**config.mk**
```make
export PLATFORM = sky130hd
export DESIGN_NAME = vx_afu_ctrl_queued_flat
export DESIGN_NICKNAME = d
export VERILOG_FILES = /design/src/rtl/vx_afu_ctrl_queued_if.sv /design/src/rtl/vx_afu_ctrl_queued.sv /design/src/flat_wrapper.sv
export SDC_FILE = /design/constraint.sdc
export NUM_CORES = 1
export LEC_CHECK = 0
export ABC_AREA = 1
export CORE_ASPECT_RATIO = 0.8
export CORE_MARGIN = 1.5
export CORE_UTILIZATION = 51
export DETAILED_ROUTE_END_ITERATION = 16
export PLACE_DENSITY_LB_ADDON = 0.3
export SLEW_MARGIN = 20
export SYNTH_ARGS = -nofsm -noshare
export SYNTH_HDL_FRONTEND = slang
export SYNTH_SLANG_ARGS = --single-unit
```
**constraint.sdc**
```tcl
create_clock -name clk -period 5.3 [get_ports clk]
set_clock_uncertainty 0.2 [all_clocks]
set_input_delay 1.325 -clock clk [delete_from_list [all_inputs] [get_ports clk]]
set_output_delay 1.325 -clock clk [all_outputs]
set_load 0.02 [all_outputs]
```
**src/rtl/vx_afu_ctrl_queued_if.sv**
```systemverilog
// rtl/vx_afu_ctrl_queued_if.sv - AXI4-Lite control port bundle for the AFU control slave
interface vx_afu_ctrl_queued_if #(
    parameter int ADDR_WIDTH = 8,
    parameter int DATA_WIDTH = 32
);
    logic                      awvalid;
    logic                      awready;
    logic [ADDR_WIDTH-1:0]     awaddr;
    logic                      wvalid;
    logic                      wready;
    logic [DATA_WIDTH-1:0]     wdata;
    logic [DATA_WIDTH/8-1:0]   wstrb;
    logic                      bvalid;
    logic                      bready;
    logic [1:0]                bresp;
    logic                      arvalid;
    logic                      arready;
    logic [ADDR_WIDTH-1:0]     araddr;
    logic                      rvalid;
    logic                      rready;
    logic [DATA_WIDTH-1:0]     rdata;
    logic [1:0]                rresp;

    modport master (
        output awvalid, awaddr, wvalid, wdata, wstrb, bready, arvalid, araddr, rready,
        input  awready, wready, bvalid, bresp, arready, rvalid, rdata, rresp
    );

    modport slave (
        input  awvalid, awaddr, wvalid, wdata, wstrb, bready, arvalid, araddr, rready,
        output awready, wready, bvalid, bresp, arready, rvalid, rdata, rresp
    );
endinterface

```
**src/rtl/vx_afu_ctrl_queued.sv**
```systemverilog
// rtl/vx_afu_ctrl_queued.sv - AXI4-Lite AFU control slave with user registers and DCR write queue
module vx_afu_ctrl_queued #(
    parameter int S_AXI_ADDR_WIDTH  = 8,
    parameter int S_AXI_DATA_WIDTH  = 32,
    parameter int DCR_FIFO_DEPTH    = 4,
    parameter int NUM_USER_REGS     = 4,
    parameter int VX_DCR_ADDR_WIDTH = 12,
    parameter int VX_DCR_DATA_WIDTH = 32
) (
    input  logic                           clk,
    input  logic                           reset,
    vx_afu_ctrl_queued_if.slave            s_axi,
    output logic                           ap_start,
    output logic                           ap_reset,
    input  logic                           ap_done,
    input  logic                           ap_ready,
    input  logic                           ap_idle,
    output logic                           interrupt,
    output logic                           ap_ctrl_read,
    input  logic [63:0]                    dev_caps,
    input  logic [63:0]                    isa_caps,
    output logic                           dcr_wr_valid,
    input  logic                           dcr_wr_ready,
    output logic [VX_DCR_ADDR_WIDTH-1:0]   dcr_wr_addr,
    output logic [VX_DCR_DATA_WIDTH-1:0]   dcr_wr_data,
    output logic [64*NUM_USER_REGS-1:0]    user_regs
);
    generate
        if (S_AXI_DATA_WIDTH != 32) begin : g_bad_data_width
            $error("S_AXI_DATA_WIDTH must be 32");
        end
        if (S_AXI_ADDR_WIDTH < 8) begin : g_bad_addr_width
            $error("S_AXI_ADDR_WIDTH must be at least 8");
        end
        if (DCR_FIFO_DEPTH < 2 || (DCR_FIFO_DEPTH & (DCR_FIFO_DEPTH - 1)) != 0) begin : g_bad_depth
            $error("DCR_FIFO_DEPTH must be a power of two >= 2");
        end
        if (NUM_USER_REGS < 1 || NUM_USER_REGS > 8) begin : g_bad_user_regs
            $error("NUM_USER_REGS must be 1..8");
        end
        if (VX_DCR_ADDR_WIDTH > 32 || VX_DCR_DATA_WIDTH > 32) begin : g_bad_dcr_width
            $error("DCR address/data widths must not exceed 32");
        end
    endgenerate

    localparam int            PW     = $clog2(DCR_FIFO_DEPTH);
    localparam logic [3:0]    NUM_UR = 4'(NUM_USER_REGS);
    localparam logic [1:0]    OKAY   = 2'b00;
    localparam logic [1:0]    SLVERR = 2'b10;

    logic        aw_held, w_held;
    logic [7:0]  aw_addr_q;
    logic [31:0] w_data_q;
    logic [3:0]  w_strb_q;
    logic        bvalid_q;
    logic [1:0]  bresp_q;
    logic        rvalid_q, r_is_ctrl_q, r_ctrl_done_q;
    logic [31:0] rdata_q;
    logic [1:0]  rresp_q;
    logic        ap_start_q, auto_restart_q, done_q, ap_reset_q, gie_q;
    logic [1:0]  ier_q, isr_q;
    logic [VX_DCR_ADDR_WIDTH-1:0] dcr_addr_q;
    logic [63:0] user_q [NUM_USER_REGS];

    logic [VX_DCR_ADDR_WIDTH-1:0] fifo_addr [DCR_FIFO_DEPTH];
    logic [VX_DCR_DATA_WIDTH-1:0] fifo_data [DCR_FIFO_DEPTH];
    logic [PW:0] wr_ptr, rd_ptr, fifo_count;
    logic        fifo_empty, fifo_full, push, pop;

    logic        aw_fire, w_fire, ar_fire, r_fire, commit, wr_ok, wr_user, rd_err;
    logic [31:0] rd_data;
    logic [7:0]  ar_addr;
    logic [1:0]  irq_event;

    assign s_axi.awready = ~aw_held & ~bvalid_q & ~reset;
    assign s_axi.wready  = ~w_held & ~bvalid_q & ~reset;
    assign s_axi.arready = ~rvalid_q & ~reset;
    assign s_axi.bvalid  = bvalid_q;
    assign s_axi.bresp   = bresp_q;
    assign s_axi.rvalid  = rvalid_q;
    assign s_axi.rdata   = rdata_q;
    assign s_axi.rresp   = rresp_q;

    assign aw_fire = s_axi.awvalid & s_axi.awready;
    assign w_fire  = s_axi.wvalid & s_axi.wready;
    assign ar_fire = s_axi.arvalid & s_axi.arready;
    assign r_fire  = rvalid_q & s_axi.rready;
    assign ar_addr = s_axi.araddr[7:0];

    assign fifo_count = wr_ptr - rd_ptr;
    assign fifo_empty = (fifo_count == '0);
    assign fifo_full  = (fifo_count == (PW+1)'(DCR_FIFO_DEPTH));
    // A DCR value write parks in the holding registers until the queue has room
    assign commit     = aw_held & w_held & ~((aw_addr_q == 8'h24) & fifo_full);
    assign push       = commit & (aw_addr_q == 8'h24);
    assign pop        = ~fifo_empty & dcr_wr_ready;
    assign irq_event  = {ap_ready, ap_done};

    assign ap_start     = ap_start_q;
    assign ap_reset     = ap_reset_q;
    assign interrupt    = gie_q & (|isr_q);
    assign ap_ctrl_read = r_fire & r_is_ctrl_q;
    assign dcr_wr_valid = ~fifo_empty;
    assign dcr_wr_addr  = fifo_empty ? '0 : fifo_addr[rd_ptr[PW-1:0]];
    assign dcr_wr_data  = fifo_empty ? '0 : fifo_data[rd_ptr[PW-1:0]];

    for (genvar gi = 0; gi < NUM_USER_REGS; gi++) begin : g_user_out
        assign user_regs[64*gi +: 64] = user_q[gi];
    end

    // Decode the held write address: writable registers answer OKAY, all else SLVERR
    always_comb begin
        wr_ok   = 1'b0;
        wr_user = 1'b0;
        case (aw_addr_q)
            8'h00, 8'h04, 8'h08, 8'h0C, 8'h20, 8'h24: wr_ok = 1'b1;
            default: begin
                wr_user = (aw_addr_q[7:6] == 2'b01) && (aw_addr_q[1:0] == 2'b00) &&
                          ({1'b0, aw_addr_q[5:3]} < NUM_UR);
                wr_ok   = wr_user;
            end
        endcase
    end

    // Read mux; status fields are sampled in the AR handshake cycle
    always_comb begin
        rd_data = '0;
        rd_err  = 1'b0;
        case (ar_addr)
            8'h00: rd_data = {24'b0, auto_restart_q, 3'b000, ap_ready, ap_idle, done_q, ap_start_q};
            8'h04: rd_data = {31'b0, gie_q};
            8'h08: rd_data = {30'b0, ier_q};
            8'h0C: rd_data = {30'b0, isr_q};
            8'h10: rd_data = dev_caps[31:0];
            8'h14: rd_data = dev_caps[63:32];
            8'h18: rd_data = isa_caps[31:0];
            8'h1C: rd_data = isa_caps[63:32];
            8'h20: rd_data = 32'(dcr_addr_q);
            8'h28: rd_data = {14'b0, fifo_full, fifo_empty, 16'(fifo_count)};
            default: begin
                if ((ar_addr[7:6] == 2'b01) && (ar_addr[1:0] == 2'b00) &&
                    ({1'b0, ar_addr[5:3]} < NUM_UR)) begin
                    for (int i = 0; i < NUM_USER_REGS; i++) begin
                        if (ar_addr[5:3] == 3'(i)) begin
                            rd_data = ar_addr[2] ? user_q[i][63:32] : user_q[i][31:0];
                        end
                    end
                end else begin
                    rd_err = 1'b1;
                end
            end
        endcase
    end

    // Queue storage; outputs are gated by empty so stale entries never leak out
    always_ff @(posedge clk) begin
        if (push) begin
            fifo_addr[wr_ptr[PW-1:0]] <= dcr_addr_q;
            fifo_data[wr_ptr[PW-1:0]] <= w_data_q[VX_DCR_DATA_WIDTH-1:0];
        end
    end

    // Channel state, register file, kernel control and interrupt status
    always_ff @(posedge clk) begin
        if (reset) begin
            aw_held <= 1'b0;  w_held <= 1'b0;  aw_addr_q <= '0;
            w_data_q <= '0;   w_strb_q <= '0;
            bvalid_q <= 1'b0; bresp_q <= OKAY;
            rvalid_q <= 1'b0; rdata_q <= '0;   rresp_q <= OKAY;
            r_is_ctrl_q <= 1'b0; r_ctrl_done_q <= 1'b0;
            ap_start_q <= 1'b0; auto_restart_q <= 1'b0; done_q <= 1'b0; ap_reset_q <= 1'b0;
            gie_q <= 1'b0; ier_q <= '0; isr_q <= '0; dcr_addr_q <= '0;
            wr_ptr <= '0; rd_ptr <= '0;
            for (int i = 0; i < NUM_USER_REGS; i++) user_q[i] <= '0;
        end else begin
            ap_reset_q <= 1'b0;
            if (aw_fire) begin
                aw_held   <= 1'b1;
                aw_addr_q <= s_axi.awaddr[7:0];
            end
            if (w_fire) begin
                w_held   <= 1'b1;
                w_data_q <= s_axi.wdata;
                w_strb_q <= s_axi.wstrb;
            end
            if (bvalid_q && s_axi.bready) bvalid_q <= 1'b0;
            if (ap_ready && !auto_restart_q) ap_start_q <= 1'b0;
            if (r_fire && r_ctrl_done_q) done_q <= 1'b0;
            if (pop) rd_ptr <= rd_ptr + 1'b1;

            if (commit) begin
                aw_held  <= 1'b0;
                w_held   <= 1'b0;
                bvalid_q <= 1'b1;
                bresp_q  <= wr_ok ? OKAY : SLVERR;
                case (aw_addr_q)
                    8'h00: begin
                        if (w_data_q[0]) ap_start_q <= 1'b1;
                        auto_restart_q <= w_data_q[7];
                        if (w_data_q[4]) begin
                            ap_reset_q <= 1'b1;
                            ap_start_q <= 1'b0;
                            done_q     <= 1'b0;
                            rd_ptr     <= wr_ptr;
                        end
                    end
                    8'h04: gie_q <= w_data_q[0];
                    8'h08: ier_q <= w_data_q[1:0];
                    8'h0C: isr_q <= isr_q ^ w_data_q[1:0];
                    8'h20: dcr_addr_q <= w_data_q[VX_DCR_ADDR_WIDTH-1:0];
                    8'h24: wr_ptr <= wr_ptr + 1'b1;
                    default: ;
                endcase
                for (int i = 0; i < NUM_USER_REGS; i++) begin
                    for (int b = 0; b < 4; b++) begin
                        if (wr_user && aw_addr_q[5:3] == 3'(i) && w_strb_q[b]) begin
                            if (aw_addr_q[2]) user_q[i][32 + 8*b +: 8] <= w_data_q[8*b +: 8];
                            else              user_q[i][8*b +: 8]      <= w_data_q[8*b +: 8];
                        end
                    end
                end
            end

            // Event sets are applied last so they win over clears and toggles
            if (ap_done) done_q <= 1'b1;
            for (int k = 0; k < 2; k++) begin
                if (ier_q[k] && irq_event[k]) isr_q[k] <= 1'b1;
            end

            if (ar_fire) begin
                rvalid_q      <= 1'b1;
                rdata_q       <= rd_data;
                rresp_q       <= rd_err ? SLVERR : OKAY;
                r_is_ctrl_q   <= (ar_addr == 8'h00);
                r_ctrl_done_q <= (ar_addr == 8'h00) & done_q;
            end else if (r_fire) begin
                rvalid_q <= 1'b0;
            end
        end
    end
endmodule

```
**src/flat_wrapper.sv**
```systemverilog
// flat-port wrapper written by rule: the top's interface ports become plain ports
module vx_afu_ctrl_queued_flat 
#(
    parameter int S_AXI_ADDR_WIDTH  = 8,
    parameter int S_AXI_DATA_WIDTH  = 32,
    parameter int DCR_FIFO_DEPTH    = 4,
    parameter int NUM_USER_REGS     = 4,
    parameter int VX_DCR_ADDR_WIDTH = 12,
    parameter int VX_DCR_DATA_WIDTH = 32
)
  (clk, reset, ap_start, ap_reset, ap_done, ap_ready, ap_idle, interrupt, ap_ctrl_read, dev_caps, isa_caps, dcr_wr_valid, dcr_wr_ready, dcr_wr_addr, dcr_wr_data, user_regs, s_axi_awvalid, s_axi_awaddr, s_axi_wvalid, s_axi_wdata, s_axi_wstrb, s_axi_bready, s_axi_arvalid, s_axi_araddr, s_axi_rready, s_axi_awready, s_axi_wready, s_axi_bvalid, s_axi_bresp, s_axi_arready, s_axi_rvalid, s_axi_rdata, s_axi_rresp);
  vx_afu_ctrl_queued_if #(.ADDR_WIDTH(8), .DATA_WIDTH(32)) s_axi_i ();
  input  logic clk;
  input  logic reset;
  output logic ap_start;
  output logic ap_reset;
  input  logic ap_done;
  input  logic ap_ready;
  input  logic ap_idle;
  output logic interrupt;
  output logic ap_ctrl_read;
  input  logic [63:0] dev_caps;
  input  logic [63:0] isa_caps;
  output logic dcr_wr_valid;
  input  logic dcr_wr_ready;
  output logic [VX_DCR_ADDR_WIDTH-1:0] dcr_wr_addr;
  output logic [VX_DCR_DATA_WIDTH-1:0] dcr_wr_data;
  output logic [64*NUM_USER_REGS-1:0] user_regs;
  input wire logic [$bits(s_axi_i.awvalid)-1:0] s_axi_awvalid;
  input wire logic [$bits(s_axi_i.awaddr)-1:0] s_axi_awaddr;
  input wire logic [$bits(s_axi_i.wvalid)-1:0] s_axi_wvalid;
  input wire logic [$bits(s_axi_i.wdata)-1:0] s_axi_wdata;
  input wire logic [$bits(s_axi_i.wstrb)-1:0] s_axi_wstrb;
  input wire logic [$bits(s_axi_i.bready)-1:0] s_axi_bready;
  input wire logic [$bits(s_axi_i.arvalid)-1:0] s_axi_arvalid;
  input wire logic [$bits(s_axi_i.araddr)-1:0] s_axi_araddr;
  input wire logic [$bits(s_axi_i.rready)-1:0] s_axi_rready;
  output wire logic [$bits(s_axi_i.awready)-1:0] s_axi_awready;
  output wire logic [$bits(s_axi_i.wready)-1:0] s_axi_wready;
  output wire logic [$bits(s_axi_i.bvalid)-1:0] s_axi_bvalid;
  output wire logic [$bits(s_axi_i.bresp)-1:0] s_axi_bresp;
  output wire logic [$bits(s_axi_i.arready)-1:0] s_axi_arready;
  output wire logic [$bits(s_axi_i.rvalid)-1:0] s_axi_rvalid;
  output wire logic [$bits(s_axi_i.rdata)-1:0] s_axi_rdata;
  output wire logic [$bits(s_axi_i.rresp)-1:0] s_axi_rresp;
  assign s_axi_i.awvalid = s_axi_awvalid;
  assign s_axi_i.awaddr = s_axi_awaddr;
  assign s_axi_i.wvalid = s_axi_wvalid;
  assign s_axi_i.wdata = s_axi_wdata;
  assign s_axi_i.wstrb = s_axi_wstrb;
  assign s_axi_i.bready = s_axi_bready;
  assign s_axi_i.arvalid = s_axi_arvalid;
  assign s_axi_i.araddr = s_axi_araddr;
  assign s_axi_i.rready = s_axi_rready;
  assign s_axi_awready = s_axi_i.awready;
  assign s_axi_wready = s_axi_i.wready;
  assign s_axi_bvalid = s_axi_i.bvalid;
  assign s_axi_bresp = s_axi_i.bresp;
  assign s_axi_arready = s_axi_i.arready;
  assign s_axi_rvalid = s_axi_i.rvalid;
  assign s_axi_rdata = s_axi_i.rdata;
  assign s_axi_rresp = s_axi_i.rresp;
  vx_afu_ctrl_queued #(.S_AXI_ADDR_WIDTH(S_AXI_ADDR_WIDTH), .S_AXI_DATA_WIDTH(S_AXI_DATA_WIDTH), .DCR_FIFO_DEPTH(DCR_FIFO_DEPTH), .NUM_USER_REGS(NUM_USER_REGS), .VX_DCR_ADDR_WIDTH(VX_DCR_ADDR_WIDTH), .VX_DCR_DATA_WIDTH(VX_DCR_DATA_WIDTH)) u_core (.clk(clk), .reset(reset), .s_axi(s_axi_i), .ap_start(ap_start), .ap_reset(ap_reset), .ap_done(ap_done), .ap_ready(ap_ready), .ap_idle(ap_idle), .interrupt(interrupt), .ap_ctrl_read(ap_ctrl_read), .dev_caps(dev_caps), .isa_caps(isa_caps), .dcr_wr_valid(dcr_wr_valid), .dcr_wr_ready(dcr_wr_ready), .dcr_wr_addr(dcr_wr_addr), .dcr_wr_data(dcr_wr_data), .user_regs(user_regs));
endmodule
```
==> impl_metrics.json, run 1 <==
{
  "h-tree-depth": 2,
  "die-area_um2": 49600,
  "yosys-top-cells-count": "592 x nor2_1, 497 x nand2_1, 432 x edfxtp_1",
  "grt_pass1_wl_um": 134000,
  "grt_pass1_vias": 20900,
  "core_um2": 47300,
  "grt_usage": 0.369,
  "synth.top_cell.area_share": 0.527,
  "wl_met1_um": 33900,
  "worstPathArrival_ns": 3.41,
  "cts.sinks": 543,
  "clk_root_buffer_cell": "clkbuf_16",
  "clkLatencyLatePin_ns": 0.60,
  "slowest_delay_ns": 0.60,
  "holdBufCountCts": 0,
  "cp-end-kind": "output pin",
  "tightestPinTransition_ns": 1.08,
  "rows": 71,
  "numCtsBuffers": 53,
  "final_cell_area_um2": 32300,
  "pre_cts_ws_ns": 0.737,
  "finalMaxSlewViolations": 0,
  "cp_max_fo": 47,
  "place_area_um2": 30500,
  "ys_seq_area_frac": 0.618,
  "path_class": "reg -> out",
  "drc": 0,
  "setup_tns_ns": 0,
  "final.min_clock_period_ns": 4.94,
  "hold_slack_ns": 0.293,
  "clk_pin_slew_ns": 0.06,
  "synth_top_area_cell": "edfxtp_1",
  "wire_per_inst_um": 24.6,
  "start_util": 0.519,
  "maxCapViolations": 0,
  "path_cells": "inv_1 > ha_1 > inv_1 > fa_1 > inv_1 > nand2_1 > nand2_1 > nand2_1 > nand3_2 > buf_4 > nand2_1 > inv_1 > clkdlybuf4s50_1",
  "final_util": 0.682,
  "fin_nets": 3319,
  "cp-start-kind": "flop",
  "route.vias.total": 22000,
  "grt_max_degree": 99,
  "synth_seq_cells": 543,
  "fin_cells": 3792,
  "synth_edf_count": 432,
  "die_w_um": 249,
  "setup_violations": 0,
  "drt_first_pass_iters": 6,
  "hold_path_class": "reg -> reg",
  "p_per_area_nw_per_um2": 337,
  "dieHeight_um": 199,
  "synth_most_common_cell": "nor2_1",
  "antenna_found_initial": 11,
  "drive_above_1_share": 0.0641,
  "max_freq_mhz": 203,
  "cts_setup_buffers": 0,
  "placed_cells": 3686,
  "status": "finished clean",
  "peakVddDrop_mv": 0.253,
  "yosysUniqueCellTypes": 43,
  "yosysWarnings": 0,
  "cts_max_path_buffers": 3,
  "io_pins": 537,
  "fin_crit_sh": 0.931,
  "p_leak_nw": 12.0,
  "port-buffer-count": 534,
  "rsz0062_at_grt": "no",
  "top_layer": "met5",
  "cts_tree": "done",
  "maxSlewHeadroom": 0.274,
  "netlist_instances": 2626,
  "reg2reg_setup_slack_ns": 1.52,
  "p_total_mw": 10.9,
  "setup_ws_ns": 0.364,
  "met3WireLength_um": 10800,
  "wl_um": 93200,
  "route.met2.wl_um": 43100,
  "finalHoldViolCount": 0,
  "crit_required_ns": 3.77,
  "avgViaCountPerCell": 5.80,
  "ys.flop_type": "edfxtp_1",
  "syn_area_per_cell_um2": 9.37,
  "first_iter_violations": 2648,
  "grt_remaining_overflow": 0,
  "syn2layout_area_growth_pct": 31.3,
  "cts_resized": 0,
  "ys_top_cells_by_area": "edfxtp_1 53%, dfxtp_1 9.0%, nor2_1 9.0%, nand2_1 7.6%, o21ai_0 4.7%",
  "crit_slowest_cell": "clkdlybuf4s50_1",
  "async_flop_share": 0,
  "antenna_left": 0,
  "hpwlAfterDp_um": 68800,
  "synth_area_um2": 24600,
  "gp_congestion": 0.973
}
==> logic make-up (layout without fill, tap and decap cells) <==
kind of cell / after synthesis / count (layout) / share of synthesized area
adder cells (fa/ha/maj): 7 / 7 / 0.00387
flip-flops: 543 / 543 / 0.618
AND/OR/NAND/NOR: 1341 / 1341 / 0.236
buffers and inverters: 312 / 850 / 0.0515
AO/OA/AOI/OAI: 419 / 419 / 0.0896
other: 1 / 9 / 0.000152
XOR/XNOR: 3 / 3 / 0.00107
==> critical path, delay by kind of cell (launching register included) <==
| kind | cells | cell delay [ns] |
|---|---|---|
| DFF | 1 | 0.35 |
| adders and majority gates | 2 | 0.57 |
| and+or+nand+nor | 5 | 0.49 |
| buffers and inverters | 6 | 1.39 |
==> placed cells by master (no fill, tap or decap), types with 17 or more instances in the layout <==
| cell | count |
|---|---|
| clkdlybuf4s50_1 | 533 |
| clkbuf_16 | 55 |
| clkinv_2 | 17 |
| nand3_1 | 150 |
| o21ai_0 | 229 |
| nand2_1 | 496 |
| o22ai_1 | 44 |
| buf_4 | 39 |
| inv_1 | 135 |
| clkinv_1 | 35 |
| o211ai_1 | 17 |
| edfxtp_1 | 432 |
| dfxtp_1 | 110 |
| nand4_1 | 27 |
| nor2_1 | 584 |
| a21oi_1 | 126 |
| nand3_4 | 20 |
==> flip-flops by register name, summed over array words and instances (netlist names), 2 cells and up <==
register            count
u_core.user_q         256
u_core.fifo_addr       48
u_core.aw_addr_q        8
u_core.w_strb_q         4
u_core.dcr_addr_q      12
u_core.ier_q            2
u_core.fifo_data      128
u_core.wr_ptr           3
u_core.w_data_q        32
u_core.rd_ptr           3
u_core.isr_q            2
u_core.s_axi.rdata     32
==> routing by layer <==
metal | global-route usage | up-vias
met5 | 0 | -
met4 | 0.195 | 8
met3 | 0.0871 | 272
met2 | 0.599 | 1445
met1 | 0.464 | 10400
li1 | - | 9860
==> power by group <==
group | internal [mW] | total [mW] | leakage [nW] | switching [mW]
combinational | 0.839 | 2.18 | 5.99 | 1.34
sequential | 4.71 | 4.84 | 5.17 | 0.125
clock | 2.21 | 3.86 | 0.878 | 1.65
total | 7.76 | 10.9 | 12.0 | 3.11
==> path summary, 6_finish.rpt <==
path / to / start / depth (start not counted)
worst max-delay path: dcr_wr_data[15] / u_core.wr_ptr[0] / 13
worst min-delay path: u_core.r_ctrl_done_q / u_core.r_ctrl_done_q / 2
worst max register to register: u_core.fifo_data[1][29] / u_core.wr_ptr[0] / 14
worst min register to register: u_core.r_ctrl_done_q / u_core.r_ctrl_done_q / 2
==> area by class of cell <==
cell class	instances	area, um2
clock buffer	70	1480
tap	620	776
timing repair buffer	576	5710
multi-input combinational	1772	8190
antenna	7	17.5
fill	3606	15000
clock inverter	29	275
inverter	175	662
sequential	543	15200
No activity file was read; power rests on OpenSTA's default activity.
==> run 2, diff against run 1 <==
==> constraint.sdc (replaced) <==
create_clock -name clk -period 5.3 [get_ports clk]
set_clock_uncertainty 0.2 [all_clocks]
set_input_delay 1.325 -clock clk [delete_from_list [all_inputs] [get_ports clk]]
set_output_delay 1.325 -clock clk [all_outputs]
set_load 0.01 [all_outputs]
==> run 2 against run 1 <==
- final cell count fell by 0.13%
- register-to-register slack improved by 0.05 ns
- routed wire length increased by 2.3%
- core utilization is 0.074 points lower
- total power fell by 0.88%
- clock-buffer cell count grew 4
- hold slack got worse by 0.0080 ns
- combinational power down 8%
- non-clock buffer count fell by 4
- final area down 0.11%
- critical endpoint unchanged
- highest routed layer unchanged
==> impl_metrics.json, run 2 (same netlist as run 1, synthesis figures left out) <==
{
  "hold_path_class": "reg -> reg",
  "antenna_left": 0,
  "drt_first_pass_iters": 6,
  "maxSlewHeadroom": 0.271,
  "grt_pass1_vias": 20800,
  "h-tree-depth": 2,
  "avgViaCountPerCell": 5.89,
  "cts_setup_buffers": 0,
  "dieHeight_um": 199,
  "grt_remaining_overflow": 0,
  "setup_tns_ns": 0,
  "rsz0062_at_grt": "no",
  "multi_input_area_um2": 8190,
  "largest-register": "u_core.user_q",
  "holdBufCountCts": 0,
  "status": "finished clean",
  "cts.sinks": 543,
  "finalHoldViolCount": 0,
  "nFillCells": 3665,
  "die_w_um": 249,
  "hpwlAfterDp_um": 69700,
  "finalMaxSlewViolations": 0,
  "final_common_cell": "nor2_1",
  "slowest_delay_ns": 0.54,
  "clkLatencyLatePin_ns": 0.62,
  "tightestPinTransition_ns": 1.08,
  "rows": 71,
  "met3_usage": 0.0969,
  "antenna_found_initial": 8,
  "drc": 0,
  "seq_area_um2": 15200,
  "grt_busiest_layer": "met2",
  "grt_max_degree": 91,
  "critPathBufInv": 6,
  "route.vias.total": 22300,
  "wire_per_inst_um": 25.2,
  "fin_cells": 3787,
  "fin_nets": 3316,
  "crit_required_ns": 3.77,
  "cts_resized": 0,
  "placed_cells": 3682,
  "hold_slack_ns": 0.285,
  "gp_congestion": 1.00,
  "maxCapViolations": 0,
  "cp-start-kind": "flop",
  "peakVddDrop_mv": 0.251,
  "setup_violations": 0,
  "crit_slowest_cell": "clkdlybuf4s50_1",
  "final.min_clock_period_ns": 5.00,
  "clk_pin_slew_ns": 0.06,
  "die-area_um2": 49600,
  "core_um2": 47300,
  "largest_reg_flops": 256,
  "gr-usage-met1": 0.476,
  "p_per_area_nw_per_um2": 334,
  "numCtsBuffers": 54,
  "fin_crit_sh": 0.944,
  "path_cells": "inv_1 > ha_1 > inv_1 > fa_1 > inv_1 > nand2_1 > nand2_1 > nand2_1 > nand3_2 > buf_4 > nand2_1 > inv_1 > clkdlybuf4s50_1",
  "io_pins": 537,
  "cts_max_path_buffers": 3,
  "p_leak_nw": 12.0,
  "layout_common_cells": "584 x nor2_1, 533 x clkdlybuf4s50_1, 496 x nand2_1",
  "worstPathArrival_ns": 3.48,
  "grt_pass1_wl_um": 135000,
  "start_util": 0.519,
  "first_iter_violations": 2692,
  "cts_tree": "done",
  "grt_util_met2": 0.600,
  "reg2reg_setup_slack_ns": 1.57,
  "syn2layout_area_growth_pct": 31.2,
  "drive_above_1_share": 0.0613,
  "critPathTopFamily": "buffers and inverters",
  "path_class": "reg -> out",
  "clk_root_buffer_cell": "clkbuf_16",
  "port-buffer-count": 534,
  "cp_max_fo": 47,
  "final_util": 0.681,
  "max_freq_mhz": 200,
  "cp-end-kind": "output pin",
  "p_total_mw": 10.8,
  "grt_usage": 0.375,
  "wl_um": 95300
}
-- run 2: cell count changes in the layout (fill, tap and decap cells not counted) --
cell | before | now
bufinv_16 | 5 | 6
clkbuf_16 | 55 | 54
clkinv_4 | 1 | 0
inv_8 | 0 | 1
inv_6 | 2 | 3
buf_12 | 4 | 2
clkinv_1 | 35 | 38
diode_2 | 7 | 3
clkinv_8 | 0 | 1
clkbuf_1 | 10 | 15
clkinvlp_4 | 1 | 2
clkinv_2 | 17 | 9
buf_4 | 39 | 37
-- run 2: power by group --
group	internal, mW	switching, mW
clock	2.25	1.68
sequential	4.72	0.131
combinational	0.827	1.18
total	7.79	2.99
-- run 2: per-stage QoR --
stage | setup slack [ns] | cell area, um2
global placement | 0.791 | 30500
detailed placement | 0.727 | 30500
floorplan | 0.690 | 24600
finish | 0.297 | 32300
CTS | 0.323 | 32300
global route | 0.151 | 32300
-- run 2: final cells by class --
class	instances	share of cell area
diodes	3	0.000233
inverters	175	0.0205
well taps	620	0.0240
multi-input cells	1772	0.254
clock inverters	28	0.00966
clock buffers	74	0.0458
repair buffers	572	0.175
flip-flops and latches	543	0.471
-- run 2: layer usage --
layer | up-vias | share of wire
li1 | 9853 | -
met1 | 10700 | 0.37
met2 | 1477 | 0.46
met3 | 273 | 0.12
met4 | 6 | 0.055
met5 | - | 0.00040
-- run 2: worst register-to-register path, delay by kind of cell (launching register included) --
kind,cells,cell delay (ns)
AND/OR/NAND/NOR,9,1.39
adder cells (fa/ha/maj),2,0.56
buffers and inverters,3,0.81
flip-flops,1,0.36
-- run 2: worst paths after layout --
| check | from | endpoint | cells after the start |
|---|---|---|---|
| worst min register to register | u_core.r_is_ctrl_q | u_core.r_is_ctrl_q | 2 |
| worst max-delay path | u_core.wr_ptr[0] | dcr_wr_data[15] | 13 |
| worst min-delay path | u_core.r_is_ctrl_q | u_core.r_is_ctrl_q | 2 |
| worst max register to register | u_core.wr_ptr[0] | u_core.fifo_data[1][16] | 14 |
